### config.mk
export PLATFORM = sky130hd
export DESIGN_NAME = fpu_add_writeback
export DESIGN_NICKNAME = d
export VERILOG_FILES = /design/src/rtl/fpu_pkg.sv /design/src/rtl/fpu_sync_fifo.sv /design/src/rtl/fpu_add_writeback.sv
export SDC_FILE = /design/constraint.sdc
export NUM_CORES = 1
export LEC_CHECK = 0
export ABC_CLOCK_PERIOD_IN_PS = 4800
export BUFFER_PORTS_ARGS = -buffer_cell sky130_fd_sc_hd__clkbuf_2
export CAP_MARGIN = 20
export CELL_PAD_IN_SITES_DETAIL_PLACEMENT = 0
export CELL_PAD_IN_SITES_GLOBAL_PLACEMENT = 2
export CORE_MARGIN = 1.5
export CORE_UTILIZATION = 39
export CTS_CLUSTER_DIAMETER = 200
export DETAILED_ROUTE_END_ITERATION = 10
export PLACE_DENSITY_LB_ADDON = 0.1
export REMOVE_ABC_BUFFERS = 1
export SYNTH_ARGS = -nofsm -noshare
export SYNTH_HDL_FRONTEND = slang
export SYNTH_SLANG_ARGS = --single-unit
### constraint.sdc
create_clock -name clk -period 4.8 [get_ports clk]
set_input_delay 0.72 -clock clk [delete_from_list [all_inputs] [get_ports clk]]
set_output_delay 0.72 -clock clk [all_outputs]
set_load 0.02 [all_outputs]
### src/rtl/fpu_pkg.sv
// Shared definitions for the FP adder writeback stage: fflags bit layout,
// NaN-boxing constant, buffered entry record and small helpers.
package fpu_pkg;

   localparam int FFLAG_NV = 4;
   localparam int FFLAG_DZ = 3;
   localparam int FFLAG_OF = 2;
   localparam int FFLAG_UF = 1;
   localparam int FFLAG_NX = 0;

   localparam logic [31:0] NANBOX_HI = 32'hFFFF_FFFF;
   localparam int          WB_TAG_W  = 5;

   typedef struct packed {
      logic [63:0]         result;
      logic [WB_TAG_W-1:0] tag;
      logic [4:0]          flags;
   } wb_entry_t;

   // Single-precision values live in the low word with the upper word all ones.
   function automatic logic [63:0] nan_box(input logic [63:0] result, input logic is_double);
      logic [63:0] boxed;
      if (is_double) begin
         boxed = result;
      end else begin
         boxed = {NANBOX_HI, result[31:0]};
      end
      return boxed;
   endfunction

endpackage

### src/rtl/fpu_sync_fifo.sv
// Generic in-order buffer with push/pop/flush and occupancy count.
// Flush has priority over push and pop; pops on an empty buffer are ignored.
module fpu_sync_fifo
   import fpu_pkg::*;
#(
   parameter int DEPTH = 2,
   parameter int WIDTH = $bits(wb_entry_t)
) (
   input  logic                   clk,
   input  logic                   rst_n,
   input  logic                   push,
   input  logic                   pop,
   input  logic                   flush,
   input  logic [WIDTH-1:0]       wr_data,
   output logic [WIDTH-1:0]       rd_data,
   output logic [$clog2(DEPTH):0] count,
   output logic                   full,
   output logic                   empty
);

   localparam int PTR_W = $clog2(DEPTH);
   localparam int CNT_W = PTR_W + 1;

   logic [WIDTH-1:0] mem_r [DEPTH];
   logic [PTR_W-1:0] wr_ptr_r;
   logic [PTR_W-1:0] rd_ptr_r;
   logic [CNT_W-1:0] count_r;
   logic             do_push_s;
   logic             do_pop_s;

   assign full      = (count_r == CNT_W'(DEPTH));
   assign empty     = (count_r == {CNT_W{1'b0}});
   assign do_push_s = push & ~full & ~flush;
   assign do_pop_s  = pop & ~empty & ~flush;
   assign rd_data   = mem_r[rd_ptr_r];
   assign count     = count_r;

   // Pointer and occupancy bookkeeping; pointers wrap naturally since DEPTH is a power of two.
   always_ff @(posedge clk or negedge rst_n) begin
      if (!rst_n) begin
         wr_ptr_r <= {PTR_W{1'b0}};
         rd_ptr_r <= {PTR_W{1'b0}};
         count_r  <= {CNT_W{1'b0}};
      end else if (flush) begin
         wr_ptr_r <= {PTR_W{1'b0}};
         rd_ptr_r <= {PTR_W{1'b0}};
         count_r  <= {CNT_W{1'b0}};
      end else begin
         if (do_push_s) begin
            wr_ptr_r <= wr_ptr_r + PTR_W'(1);
         end
         if (do_pop_s) begin
            rd_ptr_r <= rd_ptr_r + PTR_W'(1);
         end
         case ({do_push_s, do_pop_s})
            2'b10:   count_r <= count_r + CNT_W'(1);
            2'b01:   count_r <= count_r - CNT_W'(1);
            default: count_r <= count_r;
         endcase
      end
   end

   // Entry storage, cleared on reset so the head never presents stale data.
   always_ff @(posedge clk or negedge rst_n) begin
      if (!rst_n) begin
         for (int i = 0; i < DEPTH; i++) begin
            mem_r[i] <= {WIDTH{1'b0}};
         end
      end else if (do_push_s) begin
         mem_r[wr_ptr_r] <= wr_data;
      end
   end

endmodule

### src/rtl/fpu_add_writeback.sv
// Writeback stage after the FP adder: buffers results with tag and flags,
// NaN-boxes SP values, retires over valid/ready and accumulates sticky fflags.
module fpu_add_writeback
   import fpu_pkg::*;
#(
   parameter int DEPTH = 2,
   parameter int TAG_W = WB_TAG_W
) (
   input  logic                   clk,
   input  logic                   rst_n,
   input  logic                   in_valid,
   output logic                   in_ready,
   input  logic [63:0]            in_result,
   input  logic                   in_is_double,
   input  logic [TAG_W-1:0]       in_tag,
   input  logic                   in_flag_invalid,
   input  logic                   in_flag_overflow,
   input  logic                   in_flag_underflow,
   input  logic                   in_flag_inexact,
   output logic                   out_valid,
   input  logic                   out_ready,
   output logic [63:0]            out_result,
   output logic [TAG_W-1:0]       out_tag,
   output logic [4:0]             out_flags,
   input  logic                   flush,
   input  logic                   csr_we,
   input  logic [4:0]             csr_wdata,
   output logic [4:0]             fflags,
   output logic [$clog2(DEPTH):0] count
);

   typedef struct packed {
      logic [63:0]      result;
      logic [TAG_W-1:0] tag;
      logic [4:0]       flags;
   } entry_t;

   localparam int ENTRY_W = $bits(entry_t);

   entry_t               wr_entry_s;
   entry_t               rd_entry_s;
   logic [ENTRY_W-1:0]   rd_bits_s;
   logic                 full_s;
   logic                 empty_s;
   logic                 push_s;
   logic                 pop_s;
   logic                 retire_s;
   logic [4:0]           fflags_r;
   logic [4:0]           fflags_next_s;

   // Full alone gates input: a same-cycle pop never frees a slot early.
   assign in_ready  = ~full_s & ~flush;
   assign out_valid = ~empty_s;
   assign push_s    = in_valid & in_ready;
   assign pop_s     = out_valid & out_ready;
   assign retire_s  = pop_s & ~flush;
   assign fflags    = fflags_r;

   // Build the stored record; divide-by-zero can never come from an adder.
   always_comb begin
      wr_entry_s        = '0;
      wr_entry_s.result = nan_box(in_result, in_is_double);
      wr_entry_s.tag    = in_tag;
      wr_entry_s.flags[FFLAG_NV] = in_flag_invalid;
      wr_entry_s.flags[FFLAG_DZ] = 1'b0;
      wr_entry_s.flags[FFLAG_OF] = in_flag_overflow;
      wr_entry_s.flags[FFLAG_UF] = in_flag_underflow;
      wr_entry_s.flags[FFLAG_NX] = in_flag_inexact;
   end

   fpu_sync_fifo #(
      .DEPTH (DEPTH),
      .WIDTH (ENTRY_W)
   ) u_fifo (
      .clk     (clk),
      .rst_n   (rst_n),
      .push    (push_s),
      .pop     (pop_s),
      .flush   (flush),
      .wr_data (wr_entry_s),
      .rd_data (rd_bits_s),
      .count   (count),
      .full    (full_s),
      .empty   (empty_s)
   );

   assign rd_entry_s = entry_t'(rd_bits_s);

   // Present the head entry, forcing zeros while nothing is buffered.
   always_comb begin
      out_result = 64'h0;
      out_tag    = {TAG_W{1'b0}};
      out_flags  = 5'b00000;
      if (out_valid) begin
         out_result = rd_entry_s.result;
         out_tag    = rd_entry_s.tag;
         out_flags  = rd_entry_s.flags;
      end else begin
         out_result = 64'h0;
         out_tag    = {TAG_W{1'b0}};
         out_flags  = 5'b00000;
      end
   end

   // A CSR write and a retire in the same cycle both land: retiring flags OR on top.
   always_comb begin
      fflags_next_s = fflags_r;
      if (csr_we) begin
         fflags_next_s = csr_wdata;
      end else begin
         fflags_next_s = fflags_r;
      end
      if (retire_s) begin
         fflags_next_s = fflags_next_s | rd_entry_s.flags;
      end else begin
         fflags_next_s = fflags_next_s | 5'b00000;
      end
   end

   // Sticky exception flag register.
   always_ff @(posedge clk or negedge rst_n) begin
      if (!rst_n) begin
         fflags_r <= 5'b00000;
      end else begin
         fflags_r <= fflags_next_s;
      end
   end

endmodule

---- After elaboration in Yosys (flattened, before gate mapping) ----
Index checks and enable logic that the tools add are counted.
cells by class
  $add $sub $neg .......................... 4
  multiply operators ...................... 0
  div/mod/pow operators ................... 0
  magnitude comparators ................... 3
  eq/ne operators ......................... 3
  shift operators ......................... 0
  mux-type cells .......................... 18
  bitwise gates (word level) .............. 14
  reduce and logical (&&, ||, !) cells .... 5
operator list
  operator             number
  $mux 74              4
  $bwmux 148           1
  $mux 64              2
  $demux 74 s1         1
  $mux 5               4
  $and 1x1->1          8
  $or 5x5->5           1
  $eq 2x2->1 const B   2
  $ge 2x2->1 const B   2
  $mux 1               4
  $not 1->2            2
  $pmux 2 s2           1
  $reduce_bool 2->1    2
  $not 1->1            3
  $reduce_bool 3->1    1
  $add 1x1->1 const B  2
  $add 2x1->2 const B  1
  $eq 2x1->1 const B   1
  $logic_not 2->1      1
  $lt 2x1->1 const B   1
  $mux 2               1
  $sub 2x1->2 const B  1
  $logic_and 1x1->1    1
storage, ports and cells
  bits in registers ....................... 157
  bits in latches ......................... 0
  memory bits (writable) .................. 0
  ROM bits ................................ 0
  bits of input ports ..................... 85
  output and inout port bits .............. 83
  logic and storage cells ................. 53
  memories ................................ 0

---- Longest topological paths before layout ----
Gate-level depths: netlist (run 1).
  word-level depth ........................ 9
  depth in mapped cells ................... 5
  depth with buffers taken out ............ 3

---- Hierarchy ----
From an unflattened synthesis (run 1), not the netlist that was laid out.
second synthesis, totals
  cell total of the unflattened synthesis .. 558
  area total of the unflattened synthesis .. 7586.0 sq um
by module, submodules not included
  module             instances  cells an instance  area an instance (sq um)  seq. area each (sq um)
  fpu_sync_fifo      1          419                6617.6                    3803.6
  fpu_add_writeback  1          139                968.4                     125.1

---- Worst setup path after synthesis (run 1) ----
No wires, ideal clock.
  path kind ............................... flip-flop to output port
  start point ............................. register u_fifo.count_r[0], in the netlist u_fifo.count[0]
  end point ............................... output port out_result[17]
  arrival time ............................ 1.411 ns
  required time ........................... 4.080 ns
  slack ................................... 2.669 ns
  stages on the path, launching flop included .. 5
  buffers on the path ..................... 2
  cells stage by stage .................... dfrtp_1 > nor2_1 > clkbuf_1 > buf_1 > nor2_1
on the way
  word-level cells in the longest chain between the ends .. 2
RTL lines
  element                   RTL line                 source
  start: declaration        fpu_sync_fifo.sv:27      logic [CNT_W-1:0] count_r;
  start signal: assignment  fpu_sync_fifo.sv:43      count_r <= {CNT_W{1'b0}};
  start signal: assignment  fpu_sync_fifo.sv:47      count_r <= {CNT_W{1'b0}};
  start signal: assignment  fpu_sync_fifo.sv:56      2'b10: count_r <= count_r + CNT_W'(1);
  $logic_not 2->1           fpu_sync_fifo.sv:32      assign empty = (count_r == {CNT_W{1'b0}});
  $mux 64                   fpu_add_writeback.sv:94  if (out_valid) begin
  end: declaration          fpu_add_writeback.sv:22  output logic [63:0] out_result,
No other way between the ends.

---- Worst setup path in the final report (run 1) ----
  start point ............................. register u_fifo.count_r[0], in the netlist u_fifo.count[0]
  end point ............................... output port out_result[20]
Same word-level chain as after synthesis.

==> results of run 1 <==
==> routing by layer <==
metal | GRT usage, % | up-vias | wire length (um)
met1 | 21.8 | 2389 | 7410
met4 | 5.15 | 0 | 165
li1 | - | 2208 | -
met2 | 28.3 | 105 | 7710
met5 | 0 | - | 0
met3 | 4.99 | 12 | 857
==> how the worst min path moves through the flow <==
stage,cells after the start,end,start,slack (ps)
CTS,1,asynchronous set/reset pin,rst_n,410
global placement,1,u_fifo.mem_r[85]$_DFFE_PN0P_,u_fifo.mem_r[85]$_DFFE_PN0P_,470
detailed placement,1,u_fifo.mem_r[85]$_DFFE_PN0P_,u_fifo.mem_r[85]$_DFFE_PN0P_,480
floorplan,0,asynchronous set/reset pin,rst_n,420
global route,1,asynchronous set/reset pin,rst_n,420
finish,1,asynchronous set/reset pin,rst_n,330
==> registers in the layout (all words and copies together) (netlist names), named ones only <==
signal / flops
fflags: 4
u_fifo.count: 2
u_fifo.mem_r: 146
u_fifo.rd_ptr_r: 1
u_fifo.wr_ptr_r: 1
==> cell type report <==
type | instances | area [um2] | share of cell area (%)
well taps | 234 | 293 | 3.27
repair buffers | 175 | 917 | 10.2
flip-flops and latches | 155 | 3880 | 43.3
clock inverters | 14 | 160 | 1.79
clock buffers | 18 | 439 | 4.90
multi-input cells | 355 | 3260 | 36.4
inverters | 2 | 7.51 | 0.0838
==> cells in the final DEF, fill, tap and decap left out, drive strengths merged, types with 2 or more instances in the layout <==
cell,Yosys,final
o21ai,7,7
buf,28,10
clkbuf,9,183
inv,2,8
a21oi,3,3
mux2,147,147
mux2i,77,77
nor2,77,77
nand2b,33,33
bufinv,0,2
clkinvlp,0,3
dfrtp,155,155
clkinv,0,3
==> cell usage after synthesis (all sizes together) <==
master and n:
dfrtp 155, mux2 147, mux2i 77, nor2 77, nand2b 33, buf 28
clkbuf 9, o21ai 7, a21oi 3, inv 2, a21o 1, a22oi 1
conb 1, nand3b 1, nand4b 1, nor2b 1, nor4 1, o211ai 1
or2 1, or3 1, xor2 1
==> metrics by stage <==
stage                     instances  hold slack [ps]  power (mW)
after floorplan                 512              424        2.40
after global routing            953              419        4.20
after CTS                       953              410        4.05
after global placement          921              466        2.63
after detailed placement        921              479        2.67
final                           953              326        3.98
==> report_power, final <==
part / switching, mW / internal, mW / leakage (nW)
registers: 0.152 / 1.61 / 1.77
logic: 0.411 / 0.459 / 2.00
clock network: 0.559 / 0.792 / 0.286
total: 1.12 / 2.86 / 4.06
==> critical path: cells and delay by family, from the launching register on <==
kind,cells,cell delay [ps]
and+or+nand+nor,2,850
DFF,1,480
buffers and inverters,2,460
==> cells by family (layout without fill, tap and decap cells) <==
kind of cell | Yosys count | count (layout) | share of synthesized area (%)
buffers and inverters | 39 | 209 | 3.14
flip-flops | 155 | 155 | 52.7
AO/OA/AOI/OAI | 13 | 13 | 0.985
XOR/XNOR | 1 | 1 | 0.119
multiplexers | 224 | 224 | 35.5
other | 1 | 1 | 0.0509
AND/OR/NAND/NOR | 116 | 116 | 7.54
==> impl_metrics.yaml, run 1 <==
status:
  status: "complete, no violations"
yosys:
  yosys_register_bits: 155
  syn_inst: 549
  syn_area_um2: 7360
  ys_top_cells_by_area: "dfrtp_1 (53%), mux2_2 (14%), mux2i_1 (10%), mux2_4 (10%), nor2_1 (3.9%)"
  ys_seq_area_share_pct: 52.7
  ys_types: 27
  synth_warnings: 0
  synth.largest_area_cell: "dfrtp_1"
  synth.top_cell.area_share_pct: 52.7
  avgSynthCellArea_um2: 13.4
routing:
  via_per_inst: 4.95
  vias: 4714
  wl_per_cell_um: 16.9
  ant_nets: 0
  drt_pre_antenna_iters: 5
  first_iter_violations: 147
  drcViolationCount: 0
  route.final.wire_length_um: 16100
sta:
  slew_headroom_pct: 37.4
  finalHoldViolations: 0
  worst_slack_ps: 1820
  rsz0062_at_grt: "no"
  setup_viol: 0
  max_freq_mhz: 335
  skew_ps: 10.8
  worst_pin_slew_ps: 937
  period_share_pct: 62.1
  maxSlewViolCount: 0
  fin_setup_tns_ps: 0
  fin_crit_ps: 2980
layout:
  drive_gt1_share_pct: 49.5
  final_nets: 791
  synthToLayoutAreaGrowth_pct: 21.7
  diodes: 0
  fillCellCount: 1724
  final_cell_area_um2: 8960
  fin_util_pct: 48.2
setup_path:
  r2r_cells: 4
  arrival_ps: 2260
  path_max_fanout: 41
  cp_slowest_stage_delay_ps: 760
  endpoint: "out_result[20]"
  critPathCaptureType: "output port"
  r2r-start: "u_fifo.count[1]$_DFFE_PN0P_"
  path_class: "register to output port"
  crit_path_start_kind: "register"
  cp_cell_sequence: "nor2_4 -> buf_12 -> nor2_1 -> clkbuf_2"
  cp-startpoint: "u_fifo.count[0]$_DFFE_PN0P_"
  worst_r2r_endpoint: "u_fifo.mem_r[81]$_DFFE_PN0P_"
  worst_ep_required_time_ps: 4080
  reg2reg_slack_ps: 2790
  cp_slowest_cell: "nor2_4"
grt:
  grt_usage_pct: 17.1
  grt_max_degree: 91
  antenna_found_initial: 1
  grt_pass1_wl_um: 26400
  gr-total-overflow: 0
  grt_pass1_vias: 5011
placed_design:
  dp_slack_ps: 2230
  io_buffers: 166
  dpl_cell_area_um2: 8360
  finalWeightedCongestion: 0.722
  hpwl_um: 10600
die:
  floorplan.rows: 50
  start_util_pct: 39.6
  dieArea_um2: 19700
  ioPinCount: 168
  core-area_um2: 18600
  fp.dieW_um: 140
  die_h_um: 140
power_and_ir_drop:
  vdd_drop_max_v: 0.000240
  leakage_nw: 4.06
  power_density_nw_per_um2: 445
flow_run:
  max_cap_viol_count: 0
clocking:
  clock_sinks: 155
  h-tree-depth: 4
  clock_path_buffers: 2
  cts-root-buf: "clkbuf_16"
  cts_setup_buffers: 0
  clk_pin_slew_worst_paths_ps: 60
  cts_tree: "done"
  hold_buffers: 0
  cts.repair.resized: 0
  cts_buffers: 17
  clock_latency_ps: 420
min_path:
  min_path_type: "input pin to asynchronous set/reset pin"
(Power assumes the default switching activity.)
==> run 2, diff against run 1 <==
ABC_AREA = 1   (was default)
ABC_CLOCK_PERIOD_IN_PS = 2600   (was 4800)
CORE_UTILIZATION = 28   (was 39)
clock period = 2.6 ns   (was 4.8 ns; I/O delays follow)
==> impl_metrics.yaml, run 2 <==
yosys:
  syn_area_um2: 7230
  ys_seq_area_share_pct: 53.6
  synth_edf_count: 0
  synth_ff_type: "dfrtp_1"
  syn_inst: 914
  synth.top_cell.area_share_pct: 53.6
  synth_warnings: 0
  async_flop_share_pct: 100
  synth_most_common_cell: "nand2_1"
  ys_top_cells_by_area: "dfrtp_1 (54%), nand2_1 (18%), o21ai_0 (6.4%), inv_1 (5.7%), a21oi_1 (4.9%)"
  yosys_register_bits: 155
  avgSynthCellArea_um2: 7.91
  synthTopCellsByCount: "nand2_1 (341), dfrtp_1 (155), inv_1 (110), o21ai_0 (93), a21oi_1 (71)"
  synth.largest_area_cell: "dfrtp_1"
  ys_types: 22
die:
  die_h_um: 164
  fp.dieW_um: 164
  core-area_um2: 25300
  floorplan.rows: 58
  ioPinCount: 168
  dieArea_um2: 26800
  start_util_pct: 28.6
setup_path:
  path_class: "register to output port"
  path_max_fanout: 56
  r2r-start: "u_fifo.count[0]$_DFFE_PN0P_"
  critPathCaptureType: "output port"
  r2r_cells: 8
  reg2reg_slack_ps: 810
  endpoint: "out_result[37]"
  worst_ep_required_time_ps: 2210
  crit_path_start_kind: "register"
  worst_r2r_endpoint: "u_fifo.mem_r[138]$_DFFE_PN0P_"
  arrival_ps: 1950
  cp-startpoint: "u_fifo.rd_ptr_r$_DFFE_PN0P_"
sta:
  max_freq_mhz: 428
  slew_headroom_pct: 46.4
  period_share_pct: 89.9
  fin_crit_ps: 2340
  setup_viol: 0
  worst_slack_ps: 262
  skew_ps: 13.5
  rsz0062_at_grt: "no"
  worst_pin_slew_ps: 804
  maxSlewViolCount: 0
  finalHoldViolations: 0
  fin_setup_tns_ps: 0
layout:
  largest_reg_flops: 146
  regMostFlops: "u_fifo.mem_r"
  final_cell_area_um2: 8990
  diodes: 0
  layout_commonest_cell: "nand2_1"
  drive_gt1_share_pct: 20.6
  mostFrequentLayoutCells: "nand2_1 (340), clkbuf_2 (165), dfrtp_1 (154)"
  final_nets: 1139
  synthToLayoutAreaGrowth_pct: 24.3
clocking:
  clock_latency_ps: 420
  clk_pin_slew_worst_paths_ps: 70
  clock_path_buffers: 2
  cts.repair.resized: 0
  clock_sinks: 155
  cts_buffers: 17
  h-tree-depth: 4
  cts_tree: "done"
  cts-root-buf: "clkbuf_16"
routing:
  met1_length_um: 9780
  drt_pre_antenna_iters: 4
  met2_length_um: 9210
  via_per_inst: 4.38
  route.final.wire_length_um: 20300
  ant_nets: 0
  first_iter_violations: 335
  dr_wl_met3_um: 1160
  wl_per_cell_um: 14.5
  drcViolationCount: 0
  top_layer: "met4"
  vias: 6120
min_path:
  min_path_type: "input pin to register"
grt:
  grt_pass1_vias: 6162
  antenna_found_initial: 0
  gr-total-overflow: 0
  grt_max_degree: 74
  grt_pass1_wl_um: 33000
  grt_usage_pct: 16.0
flow_run:
  max_cap_viol_count: 0
placed_design:
  io_buffers: 166
  dp_slack_ps: 678
  hpwl_um: 12600
  finalWeightedCongestion: 0.679
  dpl_cell_area_um2: 8340
power_and_ir_drop:
  power_density_nw_per_um2: 1220
  leakage_nw: 4.73
  vdd_drop_max_v: 0.000410
  total_power_mw: 11.0
status:
  status: "complete, no violations"
[run 2: cell types whose count changed in the layout (fill, tap and decap cells not counted), sizes merged, moves of 67 or more]
cell   before  now
a21oi       3   71
inv         8  114
mux2      147    1
mux2i      77    4
nand2       0  342
nor2       77   10
o21ai       7  150
[run 2: final cells by class]
| class | instances | area [um2] |
|---|---|---|
| inverter | 112 | 420 |
| timing repair buffer | 181 | 1080 |
| clock inverter | 13 | 191 |
| sequential | 155 | 3880 |
| fill | 2778 | 16300 |
| clock buffer | 19 | 443 |
| multi-input combinational | 587 | 2560 |
| tap | 330 | 413 |
[run 2: what timing repair did]
action / 4_1_cts / 5_1_grt
endpoints found under the setup margin: 0 / 0
setup buffers: 0 / 0
hold buffers: 1 / 0
hold endpoints to repair: 43 / 0
[run 2: worst min-delay path by stage]
stage                                               end           from  cells past startpoint
after CTS                 u_fifo.mem_r[115]$_DFFE_PN0P_  in_result[31]                      3
after global placement     u_fifo.mem_r[17]$_DFFE_PN0P_          rst_n                      1
after detailed placement   u_fifo.mem_r[17]$_DFFE_PN0P_          rst_n                      1
final                      u_fifo.mem_r[91]$_DFFE_PN0P_   in_result[7]                      3
after global routing       u_fifo.mem_r[26]$_DFFE_PN0P_  in_result[16]                      3
after floorplan              asynchronous set/reset pin          rst_n                      0
[run 2: cell families after synthesis]
| kind of cell | synth area share (%) |
|---|---|
| buffers and inverters | 11.1 |
| XOR/XNOR | 0.121 |
| AO/OA/AOI/OAI | 15.3 |
| flip-flops | 53.6 |
| multiplexers | 0.709 |
| other | 0.0519 |
| AND/OR/NAND/NOR | 19.0 |
[run 2: routing by layer]
layer / up-vias / track usage (%)
met4: 0 / 3.72
met3: 10 / 4.49
met2: 139 / 25.6
li1: 3118 / -
met5: - / 0
met1: 2853 / 21.3
[run 2: worst max-delay path, cell delays in order (launching register included)]
cell      delay, ps
dfrtp_4         640
buf_12          280
o21ai_0         140
a21oi_1         200
clkbuf_2        210
[run 2: per-stage QoR]
stage	std cells	util [%]	hold slack (ps)
after floorplan	854	-	94.4
after global placement	1364	33.0	385
after detailed placement	1364	33.0	389
after CTS	1397	35.6	166
after global routing	1397	35.6	181
final	1397	35.6	186
[run 2: power by group]
group / switching (mW) / internal, mW
Clock: 1.05 / 1.64
Sequential: 0.467 / 3.55
Combinational: 2.88 / 1.41
==> run 3, diff against run 2 <==
ABC_AREA = default   (was 1)
CORE_UTILIZATION = 33   (was 28)
==> impl_metrics.yaml, run 3 (same netlist as run 1, synthesis figures left out) <==
setup_path:
  path_class: "register to output port"
  arrival_ps: 1970
  crit_path_start_kind: "register"
  r2r-start: "u_fifo.count[1]$_DFFE_PN0P_"
  path_max_fanout: 28
  r2r_cells: 4
  worst_r2r_endpoint: "u_fifo.mem_r[100]$_DFFE_PN0P_"
  critPathCaptureType: "output port"
  reg2reg_slack_ps: 720
  worst_ep_required_time_ps: 2210
layout:
  fin_util_pct: 41.8
  largest_reg_flops: 146
  mostFrequentLayoutCells: "clkbuf_2 (165), dfrtp_1 (154), mux2_2 (93)"
  diodes: 0
  synthToLayoutAreaGrowth_pct: 24.2
  fillCellCount: 2134
  multi_input_area_um2: 3260
  drive_gt1_share_pct: 49.7
  finalNonFillerCells: 1004
  final_nets: 796
  layout_commonest_cell: "clkbuf_2"
  seq_area_um2: 3880
  regMostFlops: "u_fifo.mem_r"
routing:
  via_per_inst: 4.73
  vias: 4752
  ant_nets: 0
  drt_pre_antenna_iters: 4
  wl_per_cell_um: 17.3
  first_iter_violations: 121
  drcViolationCount: 0
  route.final.wire_length_um: 17400
grt:
  grt_usage_pct: 15.7
  gr-total-overflow: 0
  grt_pass1_wl_um: 28800
  grt_pass1_vias: 5280
  antenna_found_initial: 0
  grt_max_degree: 74
power_and_ir_drop:
  p_int_mw: 5.32
  vdd_drop_max_v: 0.000398
  power.switching_mw: 2.16
  p_sw_share_pct: 28.9
  pwr-share-clk_pct: 34.6
  total_power_mw: 7.49
  leakage_nw: 4.12
  pwr-share-seq_pct: 43.8
  combPwrFrac_pct: 21.6
  power_density_nw_per_um2: 819
placed_design:
  io_buffers: 166
  hpwl_um: 11200
  dp_cells: 971
  finalWeightedCongestion: 0.730
clocking:
  clock_path_buffers: 2
  cts_buffers: 17
  h-tree-depth: 4
  clock_latency_ps: 430
  cts.repair.resized: 0
  cts_tree: "done"
  clk_pin_slew_worst_paths_ps: 70
  clock_sinks: 155
  cts-root-buf: "clkbuf_16"
flow_run:
  max_cap_viol_count: 0
sta:
  fin_crit_ps: 2360
  worst_pin_slew_ps: 796
  max_freq_mhz: 425
  setup_viol: 0
  whs_ps: 198
  rsz0062_at_grt: "no"
  maxSlewViolCount: 0
  finalHoldViolations: 0
  period_share_pct: 90.6
  slew_headroom_pct: 46.9
  skew_ps: 12.6
die:
  dieArea_um2: 23200
  core-area_um2: 21900
  floorplan.rows: 54
  ioPinCount: 168
  die_h_um: 152
  start_util_pct: 33.6
  fp.dieW_um: 152
status:
  status: "complete, no violations"
min_path:
  hold_path_depth: 3
  min_path_type: "input pin to register"
  hp-start: "csr_wdata[4]"
  hold_end: "fflags[4]$_DFF_PN0_"
run 3: cell count changes in the layout (fill, tap and decap cells not counted), moves of 50 or more:
cell,previous run,this run
o21ai_0,93,7
o21ai_1,57,0
mux2_4,0,50
inv_1,110,2
mux2i_1,4,77
mux2_2,1,93
nand2_1,340,0
nor2_1,8,76
a21oi_1,71,3
run 3: power groups by stage:
stage	combinational (mW)	sequential (mW)	clock (mW)
after global routing	1.77	3.35	2.81
final	1.62	3.28	2.59
after global placement	1.61	3.29	0
after floorplan	1.16	3.26	0
after detailed placement	1.65	3.32	0
after CTS	1.66	3.28	2.68
run 3: critical path, stage by stage (launching register included):
cell      delay (ps)
dfrtp_4          720
buf_12           290
mux2i_1          250
nor2_1            80
clkbuf_2         170
run 3: final cells by class:
type	count	share of cell area [%]
clock buffers	18	4.80
clock inverters	14	1.89
inverters	2	0.0821
multi-input cells	355	35.7
flip-flops and latches	155	42.4
well taps	280	3.83
repair buffers	180	11.3
run 3: what timing repair did:
action / 4_1_cts / 5_1_grt
hold buffers: 1 / 0
endpoints found under the hold margin: 46 / 0
setup buffers: 0 / 0
run 3: worst max path at each step:
| stage | from | end | cells past startpoint |
|---|---|---|---|
| after floorplan | u_fifo.count[1]$_DFFE_PN0P_ | u_fifo.mem_r[107]$_DFFE_PN0P_ | 3 |
| after global placement | u_fifo.count[0]$_DFFE_PN0P_ | out_result[54] | 4 |
| after detailed placement | u_fifo.rd_ptr_r$_DFFE_PN0P_ | out_result[15] | 4 |
| after CTS | u_fifo.rd_ptr_r$_DFFE_PN0P_ | out_result[15] | 4 |
| after global routing | u_fifo.rd_ptr_r$_DFFE_PN0P_ | out_result[4] | 4 |
| final | u_fifo.rd_ptr_r$_DFFE_PN0P_ | out_result[43] | 4 |
run 3: through the flow:
stage          worst slack [ps]  TNS [ps]  instance area [um2]
3_3_place_gp                680         0                 8520
2_1_floorplan             -1910   -312180                 7140
5_1_grt                     141         0                 9150
4_1_cts                     194         0                 9150
6_report                    245         0                 9150
3_5_place_dp                670         0                 8520
run 3: routing by layer:
| layer | GRT usage (%) | up-vias | routed length [um] |
|---|---|---|---|
| li1 | - | 2207 | - |
| met1 | 20.3 | 2428 | 8020 |
| met2 | 26.3 | 106 | 8530 |
| met3 | 3.64 | 11 | 673 |
| met4 | 4.48 | 0 | 168 |
| met5 | 0 | - | 0 |
